<file path="src/rtl/vc_allocator_pkg.sv">
// Shared router constants and types used by the VC allocator and the arbiters.
// The derived widths are computed here once rather than in each module.
package vc_allocator_pkg;

    localparam int NUM_PORTS        = 5;
    localparam int VIRTUAL_CHANNELS = 2;
    localparam int DEPTH            = 5;
    localparam int VC_BITS          = $clog2(VIRTUAL_CHANNELS);
    localparam int DEPTH_BITS       = $clog2(DEPTH);
    localparam int CNT_BITS         = DEPTH_BITS + 1;

    typedef logic [VC_BITS-1:0]  vc_idx_t;
    typedef logic [CNT_BITS-1:0] credit_t;

    localparam credit_t CREDIT_FULL = credit_t'(DEPTH);

    // A VC can be handed out only when it is unowned and fully drained downstream.
    function automatic logic vc_is_free(input logic busy, input credit_t cnt);
        return (!busy) && (cnt == CREDIT_FULL);
    endfunction

endpackage

</file>
<file path="src/rtl/rr_arbiter.sv">
// Round-robin arbiter: grants the first set request at or after ptr, wrapping
// to the lowest set request. Purely combinational; the caller owns the pointer.
module rr_arbiter #(
    parameter int N        = 4,
    parameter int IDX_BITS = (N > 1) ? $clog2(N) : 1
) (
    input  logic [N-1:0]        req,
    input  logic [IDX_BITS-1:0] ptr,
    output logic [N-1:0]        gnt,
    output logic [IDX_BITS-1:0] gnt_idx,
    output logic                gnt_valid
);

    logic [IDX_BITS-1:0] hi_idx_s;
    logic [IDX_BITS-1:0] lo_idx_s;
    logic                hi_valid_s;
    logic                lo_valid_s;

    // Descending scan so the last hit is the lowest index, both overall and at/after ptr.
    always_comb begin
        hi_idx_s   = '0;
        lo_idx_s   = '0;
        hi_valid_s = 1'b0;
        lo_valid_s = 1'b0;
        for (int i = N - 1; i >= 0; i--) begin
            if (req[i]) begin
                lo_idx_s   = IDX_BITS'(i);
                lo_valid_s = 1'b1;
                if (IDX_BITS'(i) >= ptr) begin
                    hi_idx_s   = IDX_BITS'(i);
                    hi_valid_s = 1'b1;
                end else begin
                    hi_valid_s = hi_valid_s;
                end
            end else begin
                lo_valid_s = lo_valid_s;
            end
        end
    end

    // Prefer the wrap-free candidate, then expand the index to a one-hot grant.
    always_comb begin
        gnt_valid = lo_valid_s;
        if (hi_valid_s) begin
            gnt_idx = hi_idx_s;
        end else begin
            gnt_idx = lo_idx_s;
        end
        gnt = '0;
        for (int i = 0; i < N; i++) begin
            gnt[i] = gnt_valid && (gnt_idx == IDX_BITS'(i));
        end
    end

endmodule

</file>
<file path="src/rtl/vc_allocator.sv">
// Virtual-channel allocator for one output port: hands free downstream VCs to
// requesting input VCs round-robin and tracks ownership and downstream credits.
module vc_allocator
    import vc_allocator_pkg::*;
#(
    parameter int NUM_REQ  = NUM_PORTS * VIRTUAL_CHANNELS,
    parameter int REQ_BITS = $clog2(NUM_REQ)
) (
    input  logic                                 clk,
    input  logic                                 reset,
    input  logic [NUM_REQ-1:0]                   req,
    output logic [NUM_REQ-1:0]                   gnt,
    output logic [VC_BITS-1:0]                   gnt_vc,
    input  logic                                 release_valid,
    input  logic [VC_BITS-1:0]                   release_vc,
    input  logic                                 flit_sent,
    input  logic [VC_BITS-1:0]                   flit_sent_vc,
    input  logic                                 credit_return,
    input  logic [VC_BITS-1:0]                   credit_return_vc,
    output logic [VIRTUAL_CHANNELS-1:0]          vc_busy,
    output logic [VIRTUAL_CHANNELS*CNT_BITS-1:0] credits,
    output logic                                 err
);

    logic [VIRTUAL_CHANNELS-1:0] vc_busy_q, vc_busy_d;
    credit_t                     credits_q [VIRTUAL_CHANNELS];
    credit_t                     credits_d [VIRTUAL_CHANNELS];
    logic [REQ_BITS-1:0]         rr_ptr_q, rr_ptr_d;
    logic                        err_q, err_d;

    logic                        any_free_s;
    vc_idx_t                     free_vc_s;
    logic [NUM_REQ-1:0]          arb_gnt_s;
    logic [REQ_BITS-1:0]         arb_idx_s;
    logic                        arb_valid_s;
    logic                        grant_s;

    rr_arbiter #(
        .N        (NUM_REQ),
        .IDX_BITS (REQ_BITS)
    ) u_rr_arbiter (
        .req       (req),
        .ptr       (rr_ptr_q),
        .gnt       (arb_gnt_s),
        .gnt_idx   (arb_idx_s),
        .gnt_valid (arb_valid_s)
    );

    // Lowest-index free VC, judged on registered state so a release lands a cycle later.
    always_comb begin
        any_free_s = 1'b0;
        free_vc_s  = '0;
        for (int v = VIRTUAL_CHANNELS - 1; v >= 0; v--) begin
            if (vc_is_free(vc_busy_q[v], credits_q[v])) begin
                any_free_s = 1'b1;
                free_vc_s  = VC_BITS'(v);
            end else begin
                any_free_s = any_free_s;
            end
        end
    end

    // Grant outputs; reset gates them combinationally so nothing leaks during reset.
    always_comb begin
        grant_s = reset && any_free_s && arb_valid_s;
        gnt_vc  = free_vc_s;
        if (grant_s) begin
            gnt = arb_gnt_s;
        end else begin
            gnt = '0;
        end
    end

    // Next-state for ownership, credits, pointer and the sticky error flag.
    always_comb begin
        vc_busy_d = vc_busy_q;
        credits_d = credits_q;
        err_d     = err_q;
        rr_ptr_d  = rr_ptr_q;

        if (grant_s) begin
            if (arb_idx_s == REQ_BITS'(NUM_REQ - 1)) begin
                rr_ptr_d = '0;
            end else begin
                rr_ptr_d = arb_idx_s + REQ_BITS'(1);
            end
        end else begin
            rr_ptr_d = rr_ptr_q;
        end

        for (int v = 0; v < VIRTUAL_CHANNELS; v++) begin
            if (release_valid && (release_vc == VC_BITS'(v))) begin
                if (vc_busy_q[v]) begin
                    vc_busy_d[v] = 1'b0;
                end else begin
                    err_d = 1'b1;
                end
            end else begin
                vc_busy_d[v] = vc_busy_d[v];
            end

            // A granted VC was idle, so a same-cycle release of it is already an error.
            if (grant_s && (free_vc_s == VC_BITS'(v))) begin
                vc_busy_d[v] = 1'b1;
            end else begin
                vc_busy_d[v] = vc_busy_d[v];
            end

            case ({flit_sent && (flit_sent_vc == VC_BITS'(v)),
                   credit_return && (credit_return_vc == VC_BITS'(v))})
                2'b10: begin
                    if (credits_q[v] == credit_t'(0)) begin
                        err_d = 1'b1;
                    end else begin
                        credits_d[v] = credits_q[v] - credit_t'(1);
                    end
                end
                2'b01: begin
                    if (credits_q[v] == CREDIT_FULL) begin
                        err_d = 1'b1;
                    end else begin
                        credits_d[v] = credits_q[v] + credit_t'(1);
                    end
                end
                default: begin
                    credits_d[v] = credits_q[v];
                end
            endcase
        end
    end

    // State registers with asynchronous active-low reset.
    always_ff @(posedge clk or negedge reset) begin
        if (!reset) begin
            vc_busy_q <= '0;
            rr_ptr_q  <= '0;
            err_q     <= 1'b0;
            for (int v = 0; v < VIRTUAL_CHANNELS; v++) begin
                credits_q[v] <= CREDIT_FULL;
            end
        end else begin
            vc_busy_q <= vc_busy_d;
            rr_ptr_q  <= rr_ptr_d;
            err_q     <= err_d;
            credits_q <= credits_d;
        end
    end

    // Pack the counters onto the output bus, VC v in slice v.
    always_comb begin
        credits = '0;
        for (int v = 0; v < VIRTUAL_CHANNELS; v++) begin
            credits[v*CNT_BITS +: CNT_BITS] = credits_q[v];
        end
        vc_busy = vc_busy_q;
        err     = err_q;
    end

endmodule

</file>
<file path="config.mk">
export PLATFORM = sky130hd
export DESIGN_NAME = vc_allocator
export DESIGN_NICKNAME = d
export VERILOG_FILES = /design/src/rtl/vc_allocator_pkg.sv /design/src/rtl/rr_arbiter.sv /design/src/rtl/vc_allocator.sv
export SDC_FILE = /design/constraint.sdc
export NUM_CORES = 1
export LEC_CHECK = 0
export CELL_PAD_IN_SITES_DETAIL_PLACEMENT = 0
export CELL_PAD_IN_SITES_GLOBAL_PLACEMENT = 2
export CORE_MARGIN = 2
export CORE_UTILIZATION = 27
export CTS_CLUSTER_SIZE = 25
export DETAILED_ROUTE_END_ITERATION = 7
export PLACE_DENSITY_LB_ADDON = 0.1
export SLEW_MARGIN = 20
export SYNTH_ARGS = -nofsm -noshare
export SYNTH_HDL_FRONTEND = slang
export SYNTH_SLANG_ARGS = --single-unit
</file>
<file path="constraint.sdc">
create_clock -name clk -period 3.1 [get_ports clk]
set_clock_uncertainty 0.2 [all_clocks]
set_input_delay 0.465 -clock clk [delete_from_list [all_inputs] [get_ports clk]]
set_output_delay 0.465 -clock clk [all_outputs]
set_load 0.01 [all_outputs]
</file>
# Word-level counts from Yosys, hierarchy flattened
# Cells that the tools add are included.
# op_classes
n_addsub	5
n_mul	0
div	0
magnitude_cmp	10
n_eq_ne	19
shift	0
n_mux	86
bitwise_logic	4
reduce_logical	33
# op_table
cell	count
two-way mux 4 bit	36
two-way mux 1 bit	45
equality test 4 x 3 -> 1 bit (second input constant)	6
logical AND 1 bit	22
greater-or-equal comparator 3 x 4 -> 1 bit (first input constant)	4
one-hot mux 4 bit (2 select lines)	2
adder 4 x 1 -> 4 bit (second input constant)	3
zero test 4 bit	3
two-way mux 10 bit	1
equality test 4 x 2 -> 1 bit (second input constant)	2
equality test 4 bit (second input constant)	2
greater-or-equal comparator 1 x 4 -> 1 bit (first input constant)	2
greater-or-equal comparator 2 x 4 -> 1 bit (first input constant)	2
greater-or-equal comparator 4 bit (first input constant)	2
!= test 2 bit (second input constant)	4
nonzero test 2 bit	4
subtractor 4 x 1 -> 4 bit (second input constant)	2
AND reduction 3 bit	2
equality test 2 x 1 -> 1 bit (second input constant)	2
equality test 2 bit (second input constant)	2
equality test 4 x 1 -> 1 bit (second input constant)	1
inverter 1 bit	4
one-hot mux 1 bit (2 select lines)	2
zero test 1 bit	2
# totals
ff_bits	15
latchBits	0
ramBits	0
rom_bits	0
in_bits	18
out_inout_bits	22
word_cells	163
n_memories	0

# Depth between registers and ports, before layout
# logic_depth
word_depth	25
ltp_mapped	10
depth_no_buf	10

# Modules after synthesis
# Synthesis repeated with hierarchy kept, for this count alone.
# unflattened
cells_unflattened	196
area_unflattened_um2	1662.8
# by_module_without_submodules
mod	instances	cells_each	area_per_inst_um2	seq_area_each_um2
vc_allocator	1	113	1141.1	380.4
rr_arbiter	1	83	521.8	0.0

# Least setup slack after synthesis
# No wires, ideal clock.
# synth_path
path_kind	input port to output port
startpoint	input req[3]
endpoint	output gnt[7]
t_arrival_ns	2.187
path_slack_ns	0.248
cell_stages	7
n_path_buf	0
path_cell_list	nor2b_1 -> nor3_1 -> o32ai_1 -> or3_4 -> o41ai_2 -> nand2_1 -> nor3b_1
# synth_between
elab_chain_len	11
word_cells_on_any_way	27
cone_classes	1 x eq/ne; 24 x mux; 2 x reduce/logical
# synth_rtl
item	line_no	source
start, declared	vc_allocator.sv:11	input logic [NUM_REQ-1:0] req,
two-way mux 4 bit or two-way mux 1 bit (tied branches)	rr_arbiter.sv:26	if (req[i]) begin
two-way mux 4 bit or two-way mux 1 bit (tied branches)	rr_arbiter.sv:29	if (IDX_BITS'(i) >= ptr) begin
two-way mux 4 bit or two-way mux 1 bit (tied branches)	rr_arbiter.sv:26	
two-way mux 4 bit or two-way mux 1 bit (tied branches)	rr_arbiter.sv:29	
two-way mux 4 bit or two-way mux 1 bit (tied branches)	rr_arbiter.sv:26	
two-way mux 4 bit or two-way mux 1 bit (tied branches)	rr_arbiter.sv:29	
two-way mux 4 bit or two-way mux 1 bit (tied branches)	rr_arbiter.sv:26	
two-way mux 4 bit	rr_arbiter.sv:44	if (hi_valid_s) begin
equality test 4 x 3 -> 1 bit	rr_arbiter.sv:51	gnt[i] = gnt_valid && (gnt_idx == IDX_BITS'(i));
logical AND 1 bit	rr_arbiter.sv:51	
two-way mux 10 bit *	vc_allocator.sv:67	if (grant_s) begin
end, declared	vc_allocator.sv:12	output logic [NUM_REQ-1:0] gnt,
# Mark *: on every way between the ends. The rest lies on a longest branch, timed or not.

# Final worst setup path
# layout_path
startpoint	register rr_ptr_q[1]
endpoint	output gnt[0]
# layout_between
elab_chain_len	25
word_cells_on_any_way	54
cone_classes	10 x order compare; 42 x mux; 2 x reduce/logical
# layout_rtl
item	line_no	source
start, declared	vc_allocator.sv:28	logic [REQ_BITS-1:0] rr_ptr_q, rr_ptr_d;
start signal, assigned	vc_allocator.sv:143	rr_ptr_q <= rr_ptr_d;
greater-or-equal comparator 4 bit	rr_arbiter.sv:29	
two-way mux 4 bit or two-way mux 1 bit (tied branches)	rr_arbiter.sv:29	
two-way mux 4 bit or two-way mux 1 bit (tied branches)	rr_arbiter.sv:26	
two-way mux 4 bit or two-way mux 1 bit (tied branches)	rr_arbiter.sv:29	
two-way mux 4 bit or two-way mux 1 bit (tied branches)	rr_arbiter.sv:26	
two-way mux 4 bit or two-way mux 1 bit (tied branches)	rr_arbiter.sv:29	
two-way mux 4 bit or two-way mux 1 bit (tied branches)	rr_arbiter.sv:26	
two-way mux 4 bit or two-way mux 1 bit (tied branches)	rr_arbiter.sv:29	
[... 9 more ...]	n/a	
two-way mux 4 bit or two-way mux 1 bit (tied branches)	rr_arbiter.sv:29	
two-way mux 4 bit or two-way mux 1 bit (tied branches)	rr_arbiter.sv:26	
two-way mux 4 bit or two-way mux 1 bit (tied branches)	rr_arbiter.sv:29	
two-way mux 4 bit or two-way mux 1 bit (tied branches)	rr_arbiter.sv:26	
two-way mux 4 bit *	rr_arbiter.sv:44	
zero test 4 bit *	rr_arbiter.sv:51	
logical AND 1 bit *	rr_arbiter.sv:51	
two-way mux 10 bit *	vc_allocator.sv:67	
# Marked as above.

==> impl_metrics.py <==
metrics = {
    "run_status": {
        "outcome": "finished, violations left",
        "violations_in_the_final_reports": "negative setup slack",
    },
    "pwr": {
        "seq_power_share": 0.194,
        "total_leakage_power_nw": 1.20,
        "power.ir.vdd_worst_mv": 0.407,
        "clkPwrFrac": 0.066,
        "powerDensity_nw_per_um2": 854,
        "p_sw_frac": 0.413,
        "power_report.internal_total_mw": 1.36,
        "p_switching_mw": 0.957,
        "combPwrFrac": 0.741,
    },
    "clock_tree": {
        "cts_tree": "done",
        "cts_max_path_buffers": 2,
        "cts_root_buffer": "sky130_fd_sc_hd__clkbuf_8",
        "clock_latency_at_the_later_pin_of_the_worst_skew_pair_ps": 240,
        "cts-buffers-inserted": 3,
        "cts-hold-fix-buffers": 0,
        "clkSlewWorstSetupHoldPaths_ps": 60,
        "clock_tree.htree_level_count": 1,
        "clkSinkCount": 15,
    },
    "timing": {
        "period_needed_ps": 3140,
        "final.period_utilization": 1.01,
        "setup-violations-final": 9,
        "final_critical_path_setup_slack_ps": -44.7,
        "rsz0062_at_grt": "true",
        "report.final.hold_viol_count": 0,
        "final_max_slew_viols": 0,
        "timing.max_slew.rel_slack": 0.720,
        "achievable-frequency_mhz": 318,
        "max_slew.worst_pin.slew_ps": 418,
    },
    "placement": {
        "place.detailed.instances": 340,
        "port_buffers": 39,
        "place.detailed.hpwl_mm": 3.64,
        "globalplace.congestion": 0.771,
    },
    "cells_and_area": {
        "register_area_um2": 385,
        "drive_gt1_frac": 0.493,
        "fin_cells": 370,
        "fillerInstances": 538,
        "final_util": 0.498,
        "multi_input_area_um2": 1260,
        "num-nets-final": 327,
        "growth_of_design_area_from_synthesis_to_finish_pct": 80.7,
        "insertedDiodeCount": 0,
    },
    "global_route": {
        "grt.total_usage": 0.164,
        "first_global_vias": 1825,
        "grt_first_pass_wirelength_mm": 8.27,
        "overflow": 0,
        "number_of_antenna_violations_at_the_first_check_in_global_routing": 0,
        "largest_net_degree_at_the_start_of_global_routing": 16,
    },
    "synthesis": {
        "syn_inst": 190,
        "syn_area_um2": 1500,
        "yosysUniqueCellTypes": 47,
        "synth_edf_count": 0,
        "syn-mean-instance-area_um2": 7.90,
        "synth_warnings": 0,
        "seq_area_frac_synth": 0.254,
        "syn-num-nets": 218,
        "synthesis_stage_register_bit_count": 15,
        "ys_dominant_reg_cell": "sky130_fd_sc_hd__dfrtp_1",
        "ys_async_sr_fraction": 1.00,
    },
    "detailed_routing": {
        "post_drt_wl_per_cell_um": 14.2,
        "detailedRoute.firstPassIterationCount": 4,
        "route.antenna.remaining_nets": 0,
        "detailedRoute.firstIterationViolations": 30,
        "vias_per_cell": 4.75,
        "vias": 1756,
        "routed_wirelength_mm": 5.27,
        "remaining_drc_errors": 0,
    },
    "critical_path": {
        "setup.worst_path.start_class": "flip-flop",
        "worst-endpoint-arrival_ps": 2480,
        "worst_path_most_repeated_cell": "sky130_fd_sc_hd__buf_6",
        "rr_worst_depth": 10,
        "launch_instance_of_the_worst_register_to_register_path": "rr_ptr_q[1]$_DFFE_PN0P_",
        "crit_slowest_cell": "sky130_fd_sc_hd__dfrtp_2",
        "cp_cell_sequence": "buf_6 > nor2_4 > o21ai_2 > o32ai_2 > or3_4 > o41ai_4 > buf_4 > nand2b_4 > buf_6 > nor3_2 > buf_2",
        "timing.setup.critical_path_class": "reg -> out",
        "worstPathBufferInverterCount": 4,
        "regToRegEndpoint": "rr_ptr_q[1]$_DFFE_PN0P_",
        "regToRegSetupSlack_ps": 280,
        "worstPathMaxFanout": 5,
        "worst-endpoint-required_ps": 2430,
        "critical_path.endpoint_type": "output port",
        "cp_slowest_stage_delay_ps": 430,
        "critical_path.top_delay_family": "compound AO/OA/AOI/OAI gates",
    },
    "die": {
        "die_area_um2": 6170,
        "core_area_um2": 5440,
        "start_util": 0.276,
        "fp.dieW_um": 78.5,
        "top_level_ports": 40,
        "num_rows": 27,
        "die_height_um": 78.5,
    },
    "flow_run": {
        "max-cap-violations": 0,
    },
    "worst_hold_path": {
        "hold_path_startpoint": "err$_DFF_PN0_",
        "hold_end": "err$_DFF_PN0_",
        "min-delay-path-class": "reg -> reg",
        "min_delay_path_depth": 2,
    },
}
[worst min-delay path, cell delays in order (launching register included)]
cell	delay [ps]
sky130_fd_sc_hd__dfrtp_1	350
sky130_fd_sc_hd__a21oi_1	50
sky130_fd_sc_hd__nand3_1	60
[kinds of logic after synthesis]
family | count (synthesis) | synth area share
and+or+nand+nor | 87 | 0.291
AOI/OAI and AO/OA | 54 | 0.248
DFF | 15 | 0.254
buffers and inverters | 14 | 0.0534
adders and majority gates | 10 | 0.0934
xor gates and xnor gates | 8 | 0.0467
muxes | 2 | 0.0142
[cells in the mapped netlist, types with 2 or more instances]
library cell,instances,share of area
sky130_fd_sc_hd__dfrtp_1,11,0.18
sky130_fd_sc_hd__a21boi_0,2,0.010
sky130_fd_sc_hd__nor2b_1,5,0.021
sky130_fd_sc_hd__nand2b_1,9,0.038
sky130_fd_sc_hd__o32ai_1,3,0.018
sky130_fd_sc_hd__nor3b_1,2,0.010
sky130_fd_sc_hd__xnor2_1,6,0.035
sky130_fd_sc_hd__nand2_1,21,0.053
sky130_fd_sc_hd__a22o_1,2,0.012
sky130_fd_sc_hd__o21ai_0,11,0.037
sky130_fd_sc_hd__or2_2,3,0.013
sky130_fd_sc_hd__fa_1,2,0.027
sky130_fd_sc_hd__nand3_1,3,0.010
sky130_fd_sc_hd__a21o_1,3,0.015
sky130_fd_sc_hd__nor4_1,3,0.013
sky130_fd_sc_hd__and2_1,2,0.0083
sky130_fd_sc_hd__a21oi_1,15,0.050
sky130_fd_sc_hd__xor2_1,2,0.012
sky130_fd_sc_hd__inv_1,9,0.023
sky130_fd_sc_hd__ha_1,8,0.067
sky130_fd_sc_hd__dfstp_2,4,0.070
sky130_fd_sc_hd__nor3_1,12,0.040
sky130_fd_sc_hd__nor2_1,21,0.053
sky130_fd_sc_hd__buf_6,3,0.023
sky130_fd_sc_hd__o21ai_1,3,0.010
sky130_fd_sc_hd__o32a_1,2,0.013
sky130_fd_sc_hd__or3_4,2,0.015
sky130_fd_sc_hd__a211oi_1,2,0.010
[flip-flops by register name, summed over array words and instances, names as in the netlist]
register	cells
rr_ptr_q	4
vc_busy	2
credits	8
err	1
[metrics by stage]
stage | hold WS, ps | power (mW) | TNS (ps) | worst slack, ps | area [µm²]
2_1_floorplan | -30.6 | 1.11 | 0 | 248 | 1500
5_1_grt | 321 | 2.51 | -1130 | -154 | 2710
4_1_cts | 300 | 2.06 | -73.0 | -36.1 | 2500
3_3_place_gp | 271 | 1.65 | -6130 | -642 | 2260
3_5_place_dp | 288 | 1.68 | -6450 | -723 | 2260
6_report | 298 | 2.32 | -223 | -44.7 | 2710
[area by class of cell]
cell class / instances / share of cell area
multi-input cells: 161 / 0.466
well taps: 72 / 0.0332
repair buffers: 109 / 0.329
flip-flops and latches: 15 / 0.142
inverters: 9 / 0.0125
clock buffers: 4 / 0.0166
[routing by layer]
layer | share of wire | GRT usage | vias to the layer above
li1 | - | - | 900
met1 | 0.47 | 0.220 | 819
met2 | 0.49 | 0.279 | 33
met3 | 0.028 | 0.0276 | 4
met4 | 0.0055 | 0.0333 | 0
met5 | 0 | 0 | -
[power groups by stage]
stage          Combinational (mW)  Sequential, mW  Clock (mW)
4_1_cts                      1.45           0.455       0.157
2_1_floorplan               0.668           0.444           0
5_1_grt                      1.87           0.466       0.167
6_report                     1.71           0.449       0.152
3_3_place_gp                 1.18           0.462           0
3_5_place_dp                 1.21           0.465           0
[cell usage in the layout, fill, tap and decap left out, types with 3 or more instances in the layout]
| cell | count |
|---|---|
| sky130_fd_sc_hd__dfstp_2 | 4 |
| sky130_fd_sc_hd__nor3_2 | 5 |
| sky130_fd_sc_hd__dfrtp_1 | 7 |
| sky130_fd_sc_hd__nor2b_1 | 3 |
| sky130_fd_sc_hd__buf_6 | 10 |
| sky130_fd_sc_hd__clkdlybuf4s50_1 | 19 |
| sky130_fd_sc_hd__nor2_4 | 4 |
| sky130_fd_sc_hd__o21ai_0 | 8 |
| sky130_fd_sc_hd__a21o_1 | 3 |
| sky130_fd_sc_hd__nand2_1 | 17 |
| sky130_fd_sc_hd__buf_2 | 13 |
| sky130_fd_sc_hd__nor2_1 | 13 |
| sky130_fd_sc_hd__nand2_2 | 4 |
| sky130_fd_sc_hd__a21oi_1 | 15 |
| sky130_fd_sc_hd__nor2_2 | 5 |
| sky130_fd_sc_hd__or2_2 | 3 |
| sky130_fd_sc_hd__ha_1 | 8 |
| sky130_fd_sc_hd__o21ai_2 | 5 |
| sky130_fd_sc_hd__xnor2_1 | 6 |
| sky130_fd_sc_hd__clkbuf_8 | 3 |
| sky130_fd_sc_hd__buf_4 | 59 |
| sky130_fd_sc_hd__inv_1 | 9 |
| sky130_fd_sc_hd__nand2b_1 | 7 |
| sky130_fd_sc_hd__dfrtp_2 | 4 |
| sky130_fd_sc_hd__clkdlybuf4s15_2 | 3 |
| sky130_fd_sc_hd__nor3_1 | 6 |
[worst max-delay path by stage]
| stage | from | to | slack [ps] | cells past startpoint |
|---|---|---|---|---|
| 2_1_floorplan | req[3] | gnt[7] | 250 | 7 |
| 3_3_place_gp | req[3] | gnt[7] | -640 | 9 |
| 3_5_place_dp | req[3] | gnt[7] | -720 | 9 |
| 4_1_cts | rr_ptr_q[2]$_DFFE_PN0P_ | gnt[7] | -40 | 10 |
| 5_1_grt | rr_ptr_q[0]$_DFFE_PN0P_ | gnt[6] | -150 | 8 |
| 6_report | rr_ptr_q[1]$_DFFE_PN0P_ | gnt[0] | -40 | 11 |
[what timing repair did]
item	CTS	global route
resized for setup	92	46
pin swaps	16	22
endpoints found under the setup margin	10	10
buffers inserted	19	9
Note: power is estimated with default switching activity, not from simulation.
